File: config.mk
export PLATFORM = sky130hd
export DESIGN_NAME = led7seg_scan
export DESIGN_NICKNAME = d
export VERILOG_FILES = /design/src/rtl/led7seg_pkg.sv /design/src/rtl/led7seg_hexdec.sv /design/src/rtl/led7seg_scan.sv
export SDC_FILE = /design/constraint.sdc
export NUM_CORES = 1
export LEC_CHECK = 0
export CAP_MARGIN = 20
export CORE_ASPECT_RATIO = 1.75
export CORE_MARGIN = 5
export CORE_UTILIZATION = 56
export CTS_CLUSTER_DIAMETER = 150
export DETAILED_ROUTE_END_ITERATION = 12
export PLACE_DENSITY = 0.79
export SLEW_MARGIN = 25
export SYNTH_ARGS = -nofsm -noshare
export SYNTH_HDL_FRONTEND = slang
export SYNTH_HIERARCHICAL = 1
export SYNTH_SLANG_ARGS = --single-unit
File: constraint.sdc
create_clock -name clk -period 2.93 [get_ports clk]
set_clock_uncertainty 0.05 [all_clocks]
set_input_delay 0.4395 -clock clk [delete_from_list [all_inputs] [get_ports clk]]
set_output_delay 0.4395 -clock clk [all_outputs]
set_load 0.02 [all_outputs]
File: src/rtl/led7seg_pkg.sv
// Shared constants for the multiplexed 7-segment scanner: decode table, segment
// bit positions and the supported parameter ranges.
package led7seg_pkg;

  localparam int SegCount = 7;
  localparam int SegA = 0;
  localparam int SegB = 1;
  localparam int SegC = 2;
  localparam int SegD = 3;
  localparam int SegE = 4;
  localparam int SegF = 5;
  localparam int SegG = 6;

  localparam int NDigitsMin = 2;
  localparam int NDigitsMax = 8;
  localparam int ClkDivMin  = 8;
  localparam int ClkDivMax  = 1 << 20;
  localparam int GuardMin   = 1;

  // Active-low glyphs, entry k is hex digit k (first element listed is 'F').
  localparam logic [15:0][SegCount-1:0] HexSegLo = {
    7'h0E, 7'h06, 7'h21, 7'h46, 7'h03, 7'h08, 7'h10, 7'h00,
    7'h78, 7'h02, 7'h12, 7'h19, 7'h30, 7'h24, 7'h79, 7'h40
  };

endpackage

File: src/rtl/led7seg_hexdec.sv
// Hex nibble to active-high segment pattern (bit SegA .. SegG).
module led7seg_hexdec
  import led7seg_pkg::*;
(
  input  logic [3:0]          nibble,
  output logic [SegCount-1:0] pattern
);

  assign pattern = ~HexSegLo[nibble];

endmodule

File: src/rtl/led7seg_scan.sv
// Time-multiplexed hex display driver with guard blanking, leading-zero blanking
// and a double-buffered (pending/display) digit register committed once per frame.
module led7seg_scan
  import led7seg_pkg::*;
#(
  parameter int N_DIGITS       = 4,
  parameter int CLK_DIV        = 50000,
  parameter int GUARD          = 2,
  parameter bit SEG_ACTIVE_LOW = 1'b1,
  parameter bit DIG_ACTIVE_LOW = 1'b1
) (
  input  logic                  clk,
  input  logic                  rst_n,
  input  logic [4*N_DIGITS-1:0] num,
  input  logic [N_DIGITS-1:0]   dp_in,
  input  logic [N_DIGITS-1:0]   blank_in,
  input  logic                  lzb_en,
  input  logic                  load,
  output logic [SegCount-1:0]   seg,
  output logic                  dp,
  output logic [N_DIGITS-1:0]   an,
  output logic                  frame
);

  localparam int CntW   = $clog2(CLK_DIV);
  localparam int GuardW = $clog2(GUARD + 1);
  localparam int IdxW   = $clog2(N_DIGITS);

  localparam logic [SegCount-1:0] SegOff = {SegCount{SEG_ACTIVE_LOW}};
  localparam logic [N_DIGITS-1:0] AnOff  = {N_DIGITS{DIG_ACTIVE_LOW}};

  if (N_DIGITS < NDigitsMin || N_DIGITS > NDigitsMax || CLK_DIV < ClkDivMin ||
      CLK_DIV > ClkDivMax || GUARD < GuardMin || GUARD > CLK_DIV - 2) begin : g_bad_param
    $error("led7seg_scan: parameter out of supported range");
  end

  logic [CntW-1:0]       cnt_q;
  logic [IdxW-1:0]       idx_q;
  logic [GuardW-1:0]     guard_q;
  logic [4*N_DIGITS-1:0] pend_num_q, disp_num_q;
  logic [N_DIGITS-1:0]   pend_dp_q, disp_dp_q;
  logic [N_DIGITS-1:0]   pend_blank_q, disp_blank_q;
  logic                  pend_lzb_q, disp_lzb_q;
  logic                  frame_q;
  logic [SegCount-1:0]   seg_q, seg_d;
  logic                  dp_q, dp_d;
  logic [N_DIGITS-1:0]   an_q, an_d;

  logic                  tick, commit, lit_d;
  logic [3:0]            nibs [N_DIGITS];
  logic [3:0]            cur_nib;
  logic [N_DIGITS-1:0]   lzb_dark;
  logic [SegCount-1:0]   pattern;

  assign tick   = (cnt_q == CntW'(CLK_DIV - 1));
  assign commit = tick && (idx_q == IdxW'(N_DIGITS - 1));
  // Reset leaves guard_q = GUARD, so the first slot after reset has the same
  // dark/lit timing as a slot entered through a tick.
  assign lit_d  = !tick && (guard_q <= GuardW'(1));

  always_ff @(posedge clk or negedge rst_n) begin
    if (!rst_n) begin
      cnt_q   <= '0;
      idx_q   <= '0;
      guard_q <= GuardW'(GUARD);
    end else begin
      cnt_q <= tick ? '0 : cnt_q + CntW'(1);
      if (tick) begin
        idx_q   <= commit ? '0 : idx_q + IdxW'(1);
        guard_q <= GuardW'(GUARD);
      end else if (guard_q != '0) begin
        guard_q <= guard_q - GuardW'(1);
      end
    end
  end

  always_ff @(posedge clk or negedge rst_n) begin
    if (!rst_n) begin
      pend_num_q   <= '0;
      pend_dp_q    <= '0;
      pend_blank_q <= '0;
      pend_lzb_q   <= 1'b0;
      disp_num_q   <= '0;
      disp_dp_q    <= '0;
      disp_blank_q <= '0;
      disp_lzb_q   <= 1'b0;
      frame_q      <= 1'b0;
    end else begin
      if (load) begin
        pend_num_q   <= num;
        pend_dp_q    <= dp_in;
        pend_blank_q <= blank_in;
        pend_lzb_q   <= lzb_en;
      end
      // A load coinciding with the commit bypasses pending so it is not lost a frame.
      if (commit) begin
        disp_num_q   <= load ? num      : pend_num_q;
        disp_dp_q    <= load ? dp_in    : pend_dp_q;
        disp_blank_q <= load ? blank_in : pend_blank_q;
        disp_lzb_q   <= load ? lzb_en   : pend_lzb_q;
      end
      frame_q <= commit;
    end
  end

  always_comb begin
    logic zero_above;
    zero_above = 1'b1;
    lzb_dark   = '0;
    for (int k = 0; k < N_DIGITS; k++) begin
      nibs[k] = disp_num_q[4*k +: 4];
    end
    for (int k = N_DIGITS - 1; k >= 1; k--) begin
      zero_above  = zero_above & (nibs[k] == 4'h0);
      lzb_dark[k] = disp_lzb_q & zero_above;
    end
  end

  assign cur_nib = nibs[idx_q];

  led7seg_hexdec u_hexdec (
    .nibble  (cur_nib),
    .pattern (pattern)
  );

  always_comb begin
    logic [SegCount-1:0] seg_on;
    logic                dp_on;
    logic [N_DIGITS-1:0] an_on;
    seg_on = '0;
    dp_on  = 1'b0;
    an_on  = '0;
    if (lit_d) begin
      an_on[idx_q] = 1'b1;
      if (!disp_blank_q[idx_q]) begin
        dp_on = disp_dp_q[idx_q];
        if (!lzb_dark[idx_q]) begin
          seg_on = pattern;
        end
      end
    end
    seg_d = seg_on ^ SegOff;
    dp_d  = dp_on ^ SEG_ACTIVE_LOW;
    an_d  = an_on ^ AnOff;
  end

  always_ff @(posedge clk or negedge rst_n) begin
    if (!rst_n) begin
      seg_q <= SegOff;
      dp_q  <= SEG_ACTIVE_LOW;
      an_q  <= AnOff;
    end else begin
      seg_q <= seg_d;
      dp_q  <= dp_d;
      an_q  <= an_d;
    end
  end

  assign seg   = seg_q;
  assign dp    = dp_q;
  assign an    = an_q;
  assign frame = frame_q;

endmodule

==> out/results.ini, run 1 <==
[die]
die_h_um=119
die-area_sq_um=8650
die_x_um=72.5
initial_utilization_pct=56.6
io_pins=41
core_sq_um=6760
rows=40

[critical_path]
critPathMaxFanout=12
rrSetupSlack_ps=440
crit_path_end=seg[3]$_DFF_PN1_
r2r_cells=6
crit_path_end_kind=register
r2r_start=idx_q[0]$_DFFE_PN0N_
critPathTopFamily=multiplexers
timing.rr.end=seg[3]$_DFF_PN1_
cp.arrival_ps=2700
path_buf_inv=2
crit_type=reg -> reg
required_ps=3150
slowest_stage=dfrtp_1
crit_start=idx_q[0]$_DFFE_PN0N_
cp.depth=6
cp_slowest_stage_delay_ps=680
path_cells=mux4_2, inv_1, ha_1, inv_1, mux4_2, nand3_1
start_kind=register

[route]
drc_errors=0
first_iter_violations=120
viasPerCell=5.62
wl_per_cell_um=17.4
dr.pass1.iters=4
final_antenna_net_count=0
vias=2292
wl_mm=7.10

[synth]
synth_edf_count=0
synth_top_area_share_pct=45.8
ys_top_cells_by_area=dfrtp_1 (46%), mux2_2 (11%), dfstp_2 (8.9%)
yosys_most_used_dff=dfrtp_1
yosysWarnings=6
syn_avg_cell_area_sq_um=13.8
synthMostInstantiatedCell=dfrtp_1
synth_top_cell_by_area=dfrtp_1
synthArstFlopShare_pct=100
seq_area_frac_synth_pct=54.7
synth-seq-cells=83
synth.cell_area_sq_um=3820
synth_cell_types=39
synth_cells=277
syn_nets=319
synthTopCellsByCount=dfrtp_1 (70), mux2_2 (36), mux2_4 (19), nand3_1 (16), ha_1 (14)

[sta]
tightestPinTransition_ps=722
fmaxAchievable_mhz=402
fin_crit_ps=2490
finalHoldViolCount=0
maxSlewViolCount=0
setup_viol=0
rsz0062_at_grt=no
setup_tns_ps=0
finalCritPeriodShare_pct=84.8
relSlewSlack_pct=51.8

[final_layout]
multi_input_area_sq_um=1610
area.sequential_sq_um=2090
num-fill-cells=491
area_growth_pct=19.5
drive_gt1_share_pct=30.2
n_antenna_cell=0
final_nets=361

[clocking]
ctsResizeCount=0
cts_setup_buffers=0
cts_max_level=3
cts-root-buf=clkbuf_16
cts_buffers=9
tritoncts=built
clockBufferDepth=2
hold_buffers=0
clock_latency_ps=330
cts.sinks=83
path_clk_slew_ps=60

[global_route]
grt_pass1_wl_mm=12.0
grt_util_met1_pct=19.5
grt_max_degree=84
grt.overflow.total=0
antenna_found_initial=0
grt.met2_usage_pct=32.3
grtUsageTotal_pct=18.3
grt_util_met3_pct=4.81
grt_busiest_layer=met2
grt_pass1_vias=2556

[power_and_ir_drop]
vdd_drop_max_mv=0.326
p_per_area_nw_per_um2=564
power_mw=2.58
p_leak_nw=2.06

[placed_design]
hpwl_mm=5.07
gp_congestion=0.851
portBuffers=40

[outcome]
outcome=finished, final reports clean

[job]
max-cap-violations=0

[hold_path]
min-delay-path-class=in -> async

sequential cells by signal, indices dropped and copies added (netlist names):
register,count
an,4
cnt_q,16
disp_blank_q,4
disp_dp_q,4
disp_lzb_q,1
disp_num_q,16
dp,1
frame,1
guard_q,2
idx_q,2
pend_blank_q,4
pend_dp_q,4
pend_lzb_q,1
pend_num_q,16
seg,7
cells in the final DEF, fill, tap and decap left out, types with 7 or more instances in the layout:
| master | n |
|---|---|
| nand3_1 | 16 |
| inv_1 | 10 |
| nor2_1 | 13 |
| dfrtp_1 | 70 |
| dfstp_2 | 13 |
| ha_1 | 14 |
| nand2_1 | 13 |
| mux2_2 | 36 |
| mux2_4 | 19 |
| mux4_2 | 7 |
| clkbuf_16 | 9 |
| clkdlybuf4s50_1 | 39 |
power breakdown:
part           switching [mW]  internal (mW)
sequential             0.0261           1.22
clock                   0.401          0.705
combinational           0.102          0.126
metal layers:
metal / wire length (um) / vias up
li1: - / 1060
met1: 2590 / 1157
met2: 4030 / 53
met3: 261 / 22
met4: 223 / 0
met5: 0 / -
how the worst min path moves through the flow:
| stage | start | endpoint | slack [ps] | depth (start not counted) |
|---|---|---|---|---|
| floorplan | rst_n | cnt_q[0]$_DFF_PN0_ | 90 | 0 |
| global placement | pend_blank_q[1]$_DFF_PN0_ | pend_blank_q[1]$_DFF_PN0_ | 430 | 1 |
| detailed placement | pend_blank_q[2]$_DFF_PN0_ | pend_blank_q[2]$_DFF_PN0_ | 440 | 1 |
| CTS | rst_n | pend_dp_q[1]$_DFF_PN0_ | 260 | 1 |
| global route | rst_n | pend_dp_q[0]$_DFF_PN0_ | 150 | 1 |
| finish | rst_n | pend_dp_q[0]$_DFF_PN0_ | 100 | 1 |
cells by family after synthesis:
kind of cell	share of synthesized area (%)
DFF	54.7
and+or+nand+nor	9.68
muxes	23.3
buffers and inverters	3.07
adders and majority gates	4.58
AOI/OAI and AO/OA	1.93
xor gates and xnor gates	2.75
worst reg2reg max path, stage by stage (launching register included):
cell	delay [ps]
dfrtp_1	680
mux4_2	630
inv_1	170
ha_1	270
inv_1	70
mux4_2	460
nand3_1	100
layout make-up:
class,count,share of cell area [%]
Sequential cell,83,45.8
Multi-Input combinational cell,172,35.3
Timing Repair Buffer,42,9.12
Clock buffer,14,5.78
Tap cell,84,2.30
Inverter,11,0.904
Clock inverter,2,0.767
per-stage QoR:
step | setup slack [ps] | cells | cell area (sq um) | utilization [%] | hold WS, ps
after CTS | 414 | 408 | 4570 | 67.6 | 262
final | 444 | 408 | 4570 | 67.6 | 101
after global placement | 570 | 392 | 4270 | 63.1 | 431
after floorplan | 767 | 277 | 3820 | - | 93.9
after detailed placement | 469 | 392 | 4270 | 63.1 | 436
after global routing | 307 | 408 | 4570 | 67.6 | 150
(Power assumes the default switching activity.)
==> run 2: changes to the inputs <==
--- a/config.mk
+++ b/config.mk
@@ -8,10 +8,10 @@
 export CAP_MARGIN = 20
 export CORE_ASPECT_RATIO = 1.75
 export CORE_MARGIN = 5
-export CORE_UTILIZATION = 56
+export CORE_UTILIZATION = 51
 export CTS_CLUSTER_DIAMETER = 150
 export DETAILED_ROUTE_END_ITERATION = 12
-export PLACE_DENSITY = 0.79
+export PLACE_DENSITY = 0.76
 export SLEW_MARGIN = 25
 export SYNTH_ARGS = -nofsm -noshare
 export SYNTH_HDL_FRONTEND = slang
==> constraint.sdc (replaced) <==
create_clock -name clk -period 2.25 [get_ports clk]
set_clock_uncertainty 0.05 [all_clocks]
set_input_delay 0.3375 -clock clk [delete_from_list [all_inputs] [get_ports clk]]
set_output_delay 0.3375 -clock clk [all_outputs]
set_load 0.02 [all_outputs]
==> out/results.ini, run 2 (synthesis gave the netlist of run 1 again) <==
[power_and_ir_drop]
p_leak_nw=2.11
vdd_drop_max_mv=0.493
p_per_area_nw_per_um2=729
power_mw=3.41

[critical_path]
crit_path_end_kind=register
cp.arrival_ps=2350
crit_type=reg -> reg
cp_slowest_stage_delay_ps=560
path_cells=mux4_2, inv_1, ha_2, inv_1, mux4_2, nand3_1
slowest_stage=mux4_2
required_ps=2480
start_kind=register
critPathMaxFanout=5

[hold_path]
min-delay-path-class=reg -> reg

[sta]
maxSlewViolCount=0
setup_viol=0
fmaxAchievable_mhz=471
setup_tns_ps=0
tightestPinTransition_ps=525
setup_slack_ps=126
rsz0062_at_grt=no
fin_hold_ws_ps=442
finalHoldViolCount=0
relSlewSlack_pct=65.0
finalCritPeriodShare_pct=94.4
fin_crit_ps=2120

[global_route]
grt_max_degree=43
grt_pass1_vias=2540
grt_pass1_wl_mm=12.2
grt.overflow.total=0
grtUsageTotal_pct=17.1
antenna_found_initial=0

[placed_design]
preCtsSetupSlack_ps=114
hpwl_mm=5.16
gp_congestion=0.778
portBuffers=40

[final_layout]
n_antenna_cell=0
area_growth_pct=22.4
final_common_cell=dfrtp_1
drive_gt1_share_pct=32.2
reg_top3=cnt_q x16, disp_num_q x16, pend_num_q x16
layout_common_cells=dfrtp_1 (69), clkdlybuf4s50_1 (39), mux2_2 (36)
final_nets=369
post-route-util_pct=64.3

[die]
core_sq_um=7280
die_h_um=125
rows=41
io_pins=41
initial_utilization_pct=52.5
die_x_um=75.5
die-area_sq_um=9400

[clocking]
clock_latency_ps=340
tritoncts=built
clockBufferDepth=2
cts_buffers=9
path_clk_slew_ps=50
cts_max_level=3
cts.sinks=83
cts-root-buf=clkbuf_16

[route]
viasPerCell=5.50
wl_mm=7.08
met2RoutedLength_mm=3.91
m1WireLength_mm=2.72
first_iter_violations=57
met3_length_um=302
dr.pass1.iters=4
routed.top_layer=met4
vias=2300
final_antenna_net_count=0
drc_errors=0
wl_per_cell_um=16.9

[job]
max-cap-violations=0

[outcome]
outcome=finished, final reports clean

==> run 2: changes by cell type in the layout (fill, tap and decap cells not counted) <==
cell,change
buf_12,+3
buf_4,+5
buf_6,-1
clkbuf_8,+1
clkinv_2,-1
dfrtp_1,-1
dfrtp_2,+1
dlygate4sd3_1,+1
ha_1,-1
ha_2,+1
==> run 2: final timing paths <==
kind,start,endpoint,slack (ps),cells after the start
worst max-delay path,idx_q[0]$_DFFE_PN0N_,seg[3]$_DFF_PN1_,130,6
worst min-delay path,pend_blank_q[1]$_DFF_PN0_,pend_blank_q[1]$_DFF_PN0_,440,1
worst max register to register,idx_q[0]$_DFFE_PN0N_,seg[3]$_DFF_PN1_,130,6
worst min register to register,pend_blank_q[1]$_DFF_PN0_,pend_blank_q[1]$_DFF_PN0_,440,1
max in group asynchronous,rst_n,guard_q[1]$_DFFE_PN1P_,1030,3
min in group asynchronous,rst_n,cnt_q[12]$_DFF_PN0_,470,2
==> run 2: final cells by class <==
class | count | area (sq um)
fill | 559 | 2600
sequential | 83 | 2090
multi-input combinational | 172 | 1620
timing repair buffer | 50 | 513
clock buffer | 15 | 278
tap | 86 | 108
inverter | 11 | 41.3
clock inverter | 1 | 30.0
==> run 2: repair_timing <==
item                                    CTS  global route
setup buffers                             0             2
endpoints found under the setup margin    0             2
resized for setup                         0             2
hold endpoints to repair                 29             0
hold buffers                              1             0
==> run 2: power breakdown <==
group	internal, mW	switching [mW]	leakage, nW
clock network	0.951	0.535	0.150
logic	0.177	0.135	0.942
registers	1.58	0.0320	1.01
total	2.71	0.702	2.11
==> run 2: critical path, delay by kind of cell (launching register included) <==
family | cells | cell delay [ps]
adder cells (fa/ha/maj) | 1 | 270
buffers and inverters | 2 | 250
flip-flops | 1 | 410
multiplexers | 2 | 1000
AND/OR/NAND/NOR | 1 | 80
==> run 2: metal layers <==
layer,vias up,GRT usage (%)
met4,0,7.11
met3,11,4.93
li1,1084,-
met2,38,28.9
met1,1167,19.3
met5,-,0
==> run 2: stage by stage <==
stage               cell area, sq um  std cells
floorplan                       3820        277
global placement                4330        399
detailed placement              4330        399
CTS                             4650        416
global route                    4680        418
finish                          4680        418
